## config.mk

```make
export PLATFORM = sky130hd
export DESIGN_NAME = uart_mmio_bridge
export DESIGN_NICKNAME = d
export VERILOG_FILES = /design/src/rtl/uart_mmio_bridge.sv
export SDC_FILE = /design/constraint.sdc
export NUM_CORES = 1
export LEC_CHECK = 0
export CAP_MARGIN = 5
export CORE_MARGIN = 5
export CORE_UTILIZATION = 40
export DETAILED_ROUTE_END_ITERATION = 10
export PLACE_DENSITY_LB_ADDON = 0.05
export RECOVER_POWER = 25
export REMOVE_ABC_BUFFERS = 1
export SYNTH_ARGS = -nofsm -noshare
export SYNTH_HDL_FRONTEND = slang
export SYNTH_SLANG_ARGS = --single-unit
```

## constraint.sdc

```tcl
create_clock -name clk -period 3.1 [get_ports clk]
set_clock_uncertainty 0.15 [all_clocks]
set_input_delay 0.465 -clock clk [delete_from_list [all_inputs] [get_ports clk]]
set_output_delay 0.465 -clock clk [all_outputs]
set_load 0.02 [all_outputs]
```

## src/rtl/uart_mmio_bridge.sv

```systemverilog
// MMIO bridge between the CPU data-memory port and the UART byte interface: TX/RX FIFOs,
// status/data registers and an optional cycle counter (enabled by UART_MMIO_COUNTERS_EN).
module uart_mmio_bridge #(
    parameter int unsigned FIFO_DEPTH = 8,
    parameter int unsigned CNT_W      = 32
) (
    input  logic        clk,
    input  logic        rst_n,
    input  logic [7:0]  mmio_addr,
    input  logic [31:0] mmio_wdata,
    input  logic        mmio_we,
    input  logic        mmio_re,
    output logic [31:0] mmio_rdata,
    output logic [7:0]  tx_data,
    output logic        tx_valid,
    input  logic        tx_ready,
    input  logic [7:0]  rx_data,
    input  logic        rx_valid,
    output logic        rx_ready
);

    localparam int unsigned AW = $clog2(FIFO_DEPTH);
    localparam int unsigned CW = AW + 1;

    localparam logic [5:0] OFF_STATUS    = 6'h00;
    localparam logic [5:0] OFF_RX_DATA   = 6'h01;
    localparam logic [5:0] OFF_TX_DATA   = 6'h02;
    localparam logic [5:0] OFF_CYCLE     = 6'h04;
    localparam logic [5:0] OFF_CYCLE_RST = 6'h06;

    logic [5:0]    word;
    logic [7:0]    tx_mem [FIFO_DEPTH];
    logic [7:0]    rx_mem [FIFO_DEPTH];
    logic [AW-1:0] tx_wptr, tx_rptr, rx_wptr, rx_rptr;
    logic [CW-1:0] tx_cnt, rx_cnt;
    logic          ovf;
    logic          tx_full, tx_empty, rx_full, rx_empty;
    logic          tx_push, tx_pop, tx_drop, ovf_clr;
    logic          rx_push, rx_pop;
    logic [31:0]   rd_next;
    logic [31:0]   cycle_val;
    logic          unused_bits;

    assign word        = mmio_addr[7:2];
    assign unused_bits = ^{mmio_addr[1:0], mmio_wdata[31:8]};

    // Full/empty come from the counts registered at the start of the cycle.
    assign tx_full  = (tx_cnt == CW'(FIFO_DEPTH));
    assign tx_empty = (tx_cnt == '0);
    assign rx_full  = (rx_cnt == CW'(FIFO_DEPTH));
    assign rx_empty = (rx_cnt == '0);

    assign tx_push = mmio_we && (word == OFF_TX_DATA) && !tx_full;
    assign tx_drop = mmio_we && (word == OFF_TX_DATA) && tx_full;
    assign tx_pop  = !tx_empty && tx_ready;
    assign ovf_clr = mmio_we && (word == OFF_STATUS) && mmio_wdata[2];
    assign rx_push = rx_valid && !rx_full;
    assign rx_pop  = mmio_re && (word == OFF_RX_DATA) && !rx_empty;

    assign tx_valid = !tx_empty;
    assign tx_data  = tx_empty ? 8'h00 : tx_mem[tx_rptr];
    assign rx_ready = !rx_full;

    always_ff @(posedge clk or negedge rst_n) begin
        if (!rst_n) begin
            tx_wptr <= '0;
            tx_rptr <= '0;
            tx_cnt  <= '0;
            ovf     <= 1'b0;
        end else begin
            if (tx_push) tx_wptr <= tx_wptr + AW'(1);
            if (tx_pop)  tx_rptr <= tx_rptr + AW'(1);
            if (tx_push && !tx_pop)      tx_cnt <= tx_cnt + CW'(1);
            else if (!tx_push && tx_pop) tx_cnt <= tx_cnt - CW'(1);
            if (tx_drop)      ovf <= 1'b1;
            else if (ovf_clr) ovf <= 1'b0;
        end
    end

    always_ff @(posedge clk or negedge rst_n) begin
        if (!rst_n) begin
            rx_wptr <= '0;
            rx_rptr <= '0;
            rx_cnt  <= '0;
        end else begin
            if (rx_push) rx_wptr <= rx_wptr + AW'(1);
            if (rx_pop)  rx_rptr <= rx_rptr + AW'(1);
            if (rx_push && !rx_pop)      rx_cnt <= rx_cnt + CW'(1);
            else if (!rx_push && rx_pop) rx_cnt <= rx_cnt - CW'(1);
        end
    end

    // FIFO storage is intentionally not reset; outputs are gated by the counts.
    always_ff @(posedge clk) begin
        if (tx_push) tx_mem[tx_wptr] <= mmio_wdata[7:0];
        if (rx_push) rx_mem[rx_wptr] <= rx_data;
    end

`ifdef UART_MMIO_COUNTERS_EN
    logic [CNT_W-1:0] cycle_cnt;

    // A CYCLE_RST write wins over the increment.
    always_ff @(posedge clk or negedge rst_n) begin
        if (!rst_n) begin
            cycle_cnt <= '0;
        end else if (mmio_we && (word == OFF_CYCLE_RST)) begin
            cycle_cnt <= '0;
        end else begin
            cycle_cnt <= cycle_cnt + CNT_W'(1);
        end
    end

    assign cycle_val = 32'(cycle_cnt);
`else
    logic [CNT_W-1:0] unused_cycle;

    assign unused_cycle = '0;
    assign cycle_val    = 32'h0;
`endif

    always_comb begin
        rd_next = 32'h0;
        case (word)
            OFF_STATUS:  rd_next = {29'h0, ovf, !rx_empty, !tx_full};
            OFF_RX_DATA: rd_next = rx_empty ? 32'h0 : {24'h0, rx_mem[rx_rptr]};
            OFF_CYCLE:   rd_next = cycle_val;
            default:     rd_next = 32'h0;
        endcase
    end

    always_ff @(posedge clk or negedge rst_n) begin
        if (!rst_n) begin
            mmio_rdata <= 32'h0;
        end else if (mmio_re) begin
            mmio_rdata <= rd_next;
        end
    end

endmodule

```

[Yosys cells after proc, flatten, opt, wreduce, memory -nomap -nowiden]
Memory sizes are Yosys's and may differ from the RTL's.
Cells that the tools add are included.
Storage, ports and cells
  bits in registers: 53
  bits in writable memories: 128
  input bits: 54
  output and inout bits: 42
  word-level logic and storage cells: 62
  memories kept: 2
Memories
  rx_mem: depth 8, width 8, read ports 1, clocked after memory_dff 0, wr ports 1, RTL line 33  | logic [7:0] rx_mem [FIFO_DEPTH];
  tx_mem: depth 8, width 8, read ports 1, clocked after memory_dff 0, wr ports 1, RTL line 32  | logic [7:0] tx_mem [FIFO_DEPTH];
Operators by class
  add/subtract/negate cells: 8
  equality and inequality tests: 4
  multiplexer cells: 13
  reductions and logical operators: 27
Operators by type and width (count)
  4-bit two-way mux: 4
  8-bit two-way mux: 2
  8-bit one-hot mux with 2 select lines: 1
  1-bit logical AND: 13
  3-bit by 1-bit adder with 3-bit output (second input constant): 4
  4-bit by 1-bit adder with 4-bit output (second input constant): 2
  4-bit == test (second input constant): 2
  1-bit zero test: 8
  4-bit zero test: 2
  4-bit by 1-bit subtractor with 4-bit output (second input constant): 2
  6-bit by 1-bit == test with 1-bit output (second input constant): 1
  6-bit by 2-bit == test with 1-bit output (second input constant): 1
  6-bit zero test: 1
  1-bit two-way mux: 6
  2-bit nonzero test: 3

[Logic depth before layout (Yosys ltp)]
  word-level depth: 7
  depth in mapped cells: 10
  depth with buffers taken out: 10

[Worst setup path before layout]
Ideal clock, no wire load.
  path type: input -> register
  from: in mmio_addr[5]
  to: reg rx_cnt[3]
  library setup time: 0.136 ns
  arrival: 2.650 ns
  setup slack: 0.164 ns
  cell stages on the path: 9
  path buffers: 0
  path through: or4_4 -> nor3_4 -> nand2_4 -> ha_1 -> inv_1 -> ha_1 -> a21o_1 -> a2111oi_0 -> o31ai_1
On the way
  longest elaborated chain between the ends: 6
  elaborated cells between the ends (all ways): 8
RTL lines
  from (decl): RTL line 9  | input logic [7:0] mmio_addr,
  6-bit by 1-bit == test with 1-bit output (*): RTL line 58  | assign rx_pop = mmio_re && (word == OFF_RX_DATA) && !rx_empty;
  1-bit logical AND (*) (2 in series): RTL line 58
  1-bit zero test: RTL line 88  | if (rx_push && !rx_pop) rx_cnt <= rx_cnt + CW'(1);
  1-bit logical AND: RTL line 88
  4-bit two-way mux / 2-bit nonzero test (equally long branches)
  to (signal assigned): RTL line 88
  to (signal assigned): RTL line 89  | else if (!rx_push && rx_pop) rx_cnt <= rx_cnt - CW'(1);
  to (decl): RTL line 35  | logic [CW-1:0] tx_cnt, rx_cnt;
Every way passes the cells marked *; elsewhere a longest branch is shown, timed or not.
A chain may end at the register's enable or synchronous reset.

[Worst setup path in the final report]
  from: reg tx_rptr[0]
  to: out tx_data[5]
On the way
  longest elaborated chain between the ends: 2
RTL lines
  from (decl): RTL line 34  | logic [AW-1:0] tx_wptr, tx_rptr, rx_wptr, rx_rptr;
  from (signal assigned): RTL line 72  | if (tx_pop) tx_rptr <= tx_rptr + AW'(1);
  memory 8 x 8 bit
  8-bit two-way mux: RTL line 61  | assign tx_data = tx_empty ? 8'h00 : tx_mem[tx_rptr];
  to (decl): RTL line 14  | output logic [7:0] tx_data,
Every way passes these cells.

==> results.ini <==
[sta]
hold_violations=0
fmax_ghz=0.342
rsz0062_at_grt=false
slew_violations=30
relSlewSlack_pct=-19.4
post-route-period-util_pct=94.4
worst_pin_slew_ns=1.79
layout_setup_ws_ns=0.173
finalSetupViolCount=0
period_minus_slack_ns=2.93

[clock_tree]
numClockSinks=157
tritoncts=yes
root_buffer=clkbuf_16
clk_path_buf_depth=2
post_cts_resized=0
cts-buffers-inserted=17
clk_latency_ns=0.42
cts_hold_buf=0
path_clk_slew_ns=0.06
cts_max_level=4
postCtsSetupRepairBufs=0

[yosys]
avgSynthCellArea_um2=17.6
syn_inst=375
seq_area_frac_synth_pct=69.1
ys_types=43
synth_edf_count=128
synth_area_um2=6610
yosys-top-cells-area=edfxtp_1, dfrtp_1, mux4_2
ys.flop_type=edfxtp_1
yosys.area.top_type=edfxtp_1
ys_ff_latch=157
async_reset_ff_share_pct=18.5
yosys.area.top_type_share_pct=58.1
yosys_warnings=0

[layout]
antenna_cells=0
regArea_um2=4570
drive_gt1_share_pct=22.7
n_fill_cell=1380
finish.utilization_pct=48.9
syn_to_final_growth_pct=21.3
fin_area_um2=8020
multi_input_area_um2=1870
fin_nets=528

[placement]
routabilityCongestion=0.709
pre_cts_ws_ns=-0.211
hpwl_mm=8.39
dpl_cell_area_um2=7470
port_buffers=45

[global_routing]
grt_pass1_vias=3593
grt_pass1_wl_mm=20.0
grt_max_degree=30
antenna_found_initial=0
gr-usage-all-layers_pct=13.8
grt_overflow=0

[power_and_ir_drop]
power_frac_clock_pct=30.1
seqPwrFrac_pct=42.7
comb_power_share_pct=27.2
ir_worst_vdd_mv=0.436
swShare_pct=29.3
pwr_density_cell_nw_per_um2=802
internal_power_mw=4.55
p_leak_nw=2.83
netSwitchingPower_mw=1.88

[routing]
first_pass_iters=6
drtIter0Drc=154
drc=0
via_per_inst=4.86
post_drt_wl_per_cell_um=18.1
drt-total-wl_mm=12.6
ant_nets=0
num_vias=3376

[floorplanning]
die-width_um=139
core_area_um2=16400
die_area_um2=19200
placementRows=47
start_util_pct=40.3
ios=96
die_y_um=139

[run_status]
failed_checks=max-capacitance violations, max-slew violations
status=complete, but fails checks

[setup_path]
r2r_setup_slack_ns=0.31
cp.required_ns=2.48
worstPathArrival_ns=2.31
worstSetupEndpointType=output port
startpoint_type=flip-flop
crit_type=reg2out
crit_path_max_fanout=18

[hold_path]
min_path_type=reg2reg

[job]
drv_cap=1

-- power groups by stage --
stage | Clock (mW) | Sequential, mW | Combinational, mW
6_report | 1.93 | 2.75 | 1.75
3_3_place_gp | 0 | 2.79 | 1.76
2_1_floorplan | 0 | 2.84 | 1.05
4_1_cts | 1.99 | 2.76 | 1.80
5_1_grt | 2.08 | 2.78 | 1.93
3_5_place_dp | 0 | 2.80 | 1.80
-- state kept, by name, summed over array words and instances (netlist names) --
| register | flops |
|---|---|
| ovf | 1 |
| rx_mem | 64 |
| tx_wptr | 3 |
| mmio_rdata | 8 |
| tx_mem | 64 |
| tx_cnt | 4 |
| rx_cnt | 4 |
| rx_rptr | 3 |
| rx_wptr | 3 |
| tx_rptr | 3 |
-- cell families after synthesis --
| group | synth area share (%) |
|---|---|
| flops | 69.1 |
| simple gates | 5.89 |
| mux | 14.5 |
| buf+inv | 3.96 |
| compound gates | 2.48 |
| fa+ha+maj | 2.50 |
| xor+xnor | 1.46 |
| other cells | 0.0567 |
-- cell type report --
| type | instances | area share (%) |
|---|---|---|
| sequential | 157 | 57.0 |
| tap | 220 | 3.43 |
| clock buffer | 19 | 5.40 |
| inverter | 5 | 0.234 |
| clock inverter | 13 | 1.50 |
| timing repair buffer | 82 | 9.19 |
| multi-input combinational | 199 | 23.3 |
-- stage by stage --
step                instances  hold WS (ns)  TNS, ns  total power [mW]
floorplan                 361        0.0194        0              3.89
global placement          663         0.327   -0.160              4.55
detailed placement        663         0.330   -0.304              4.60
CTS                       695         0.302        0              6.55
global route              695         0.374        0              6.80
finish                    695         0.342        0              6.43
-- layout by cell type (no fill, tap or decap), drive strengths merged, types with 5 or more instances in the layout --
master	instances
edfxtp	128
clkdlybuf4s50	36
buf	36
mux4	32
dfrtp	29
conb	24
nor2	21
nand2	21
clkbuf	20
mux2i	18
nor3	12
xnor2	10
ha	10
dlygate4sd3	9
inv	7
nand2b	6
clkinvlp	6
o21ai	6
o2bb2ai	5
mux2	5
-- path summary, 6_finish.rpt --
| check | endpoint | cells past startpoint | startpoint |
|---|---|---|---|
| max | tx_data[5] | 5 | tx_rptr[0] |
| min | tx_wptr[2] | 1 | tx_wptr[2] |
| max reg2reg | tx_cnt[3] | 8 | tx_cnt[0] |
| min reg2reg | tx_wptr[2] | 1 | tx_wptr[2] |
| max in group asynchronous | tx_cnt[0] | 2 | rst_n |
| min in group asynchronous | rx_wptr[1] | 2 | rst_n |
-- worst max-delay path: stages, from the launching register on --
cell and delay (ns):
dfrtp_1 0.37, buf_12 0.20, mux4_2 0.53, mux2i_1 0.18, nor2_1 0.06, clkdlybuf4s50_1 0.54
-- layer usage --
metal  wire [µm]  global-route usage, %
met2        6650                   24.0
met5           0                      0
met4         197                   5.10
met1        5250                   16.5
met3         461                   3.97
-- cells in the mapped netlist, types with 3 or more instances --
master and number:
buf_1 3, inv_1 3, xnor2_1 10, nand2b_1 6, a21oi_1 4, mux2i_1 18, nand3_1 3, clkbuf_1 3
dfrtp_1 29, edfxtp_1 128, nor4_1 3, nand2_1 20, ha_1 10, nor2_1 21, o21ai_0 4, nor3_1 11
buf_4 26, mux4_2 32, o2bb2ai_1 5, buf_2 5
(Power assumes the default switching activity.)
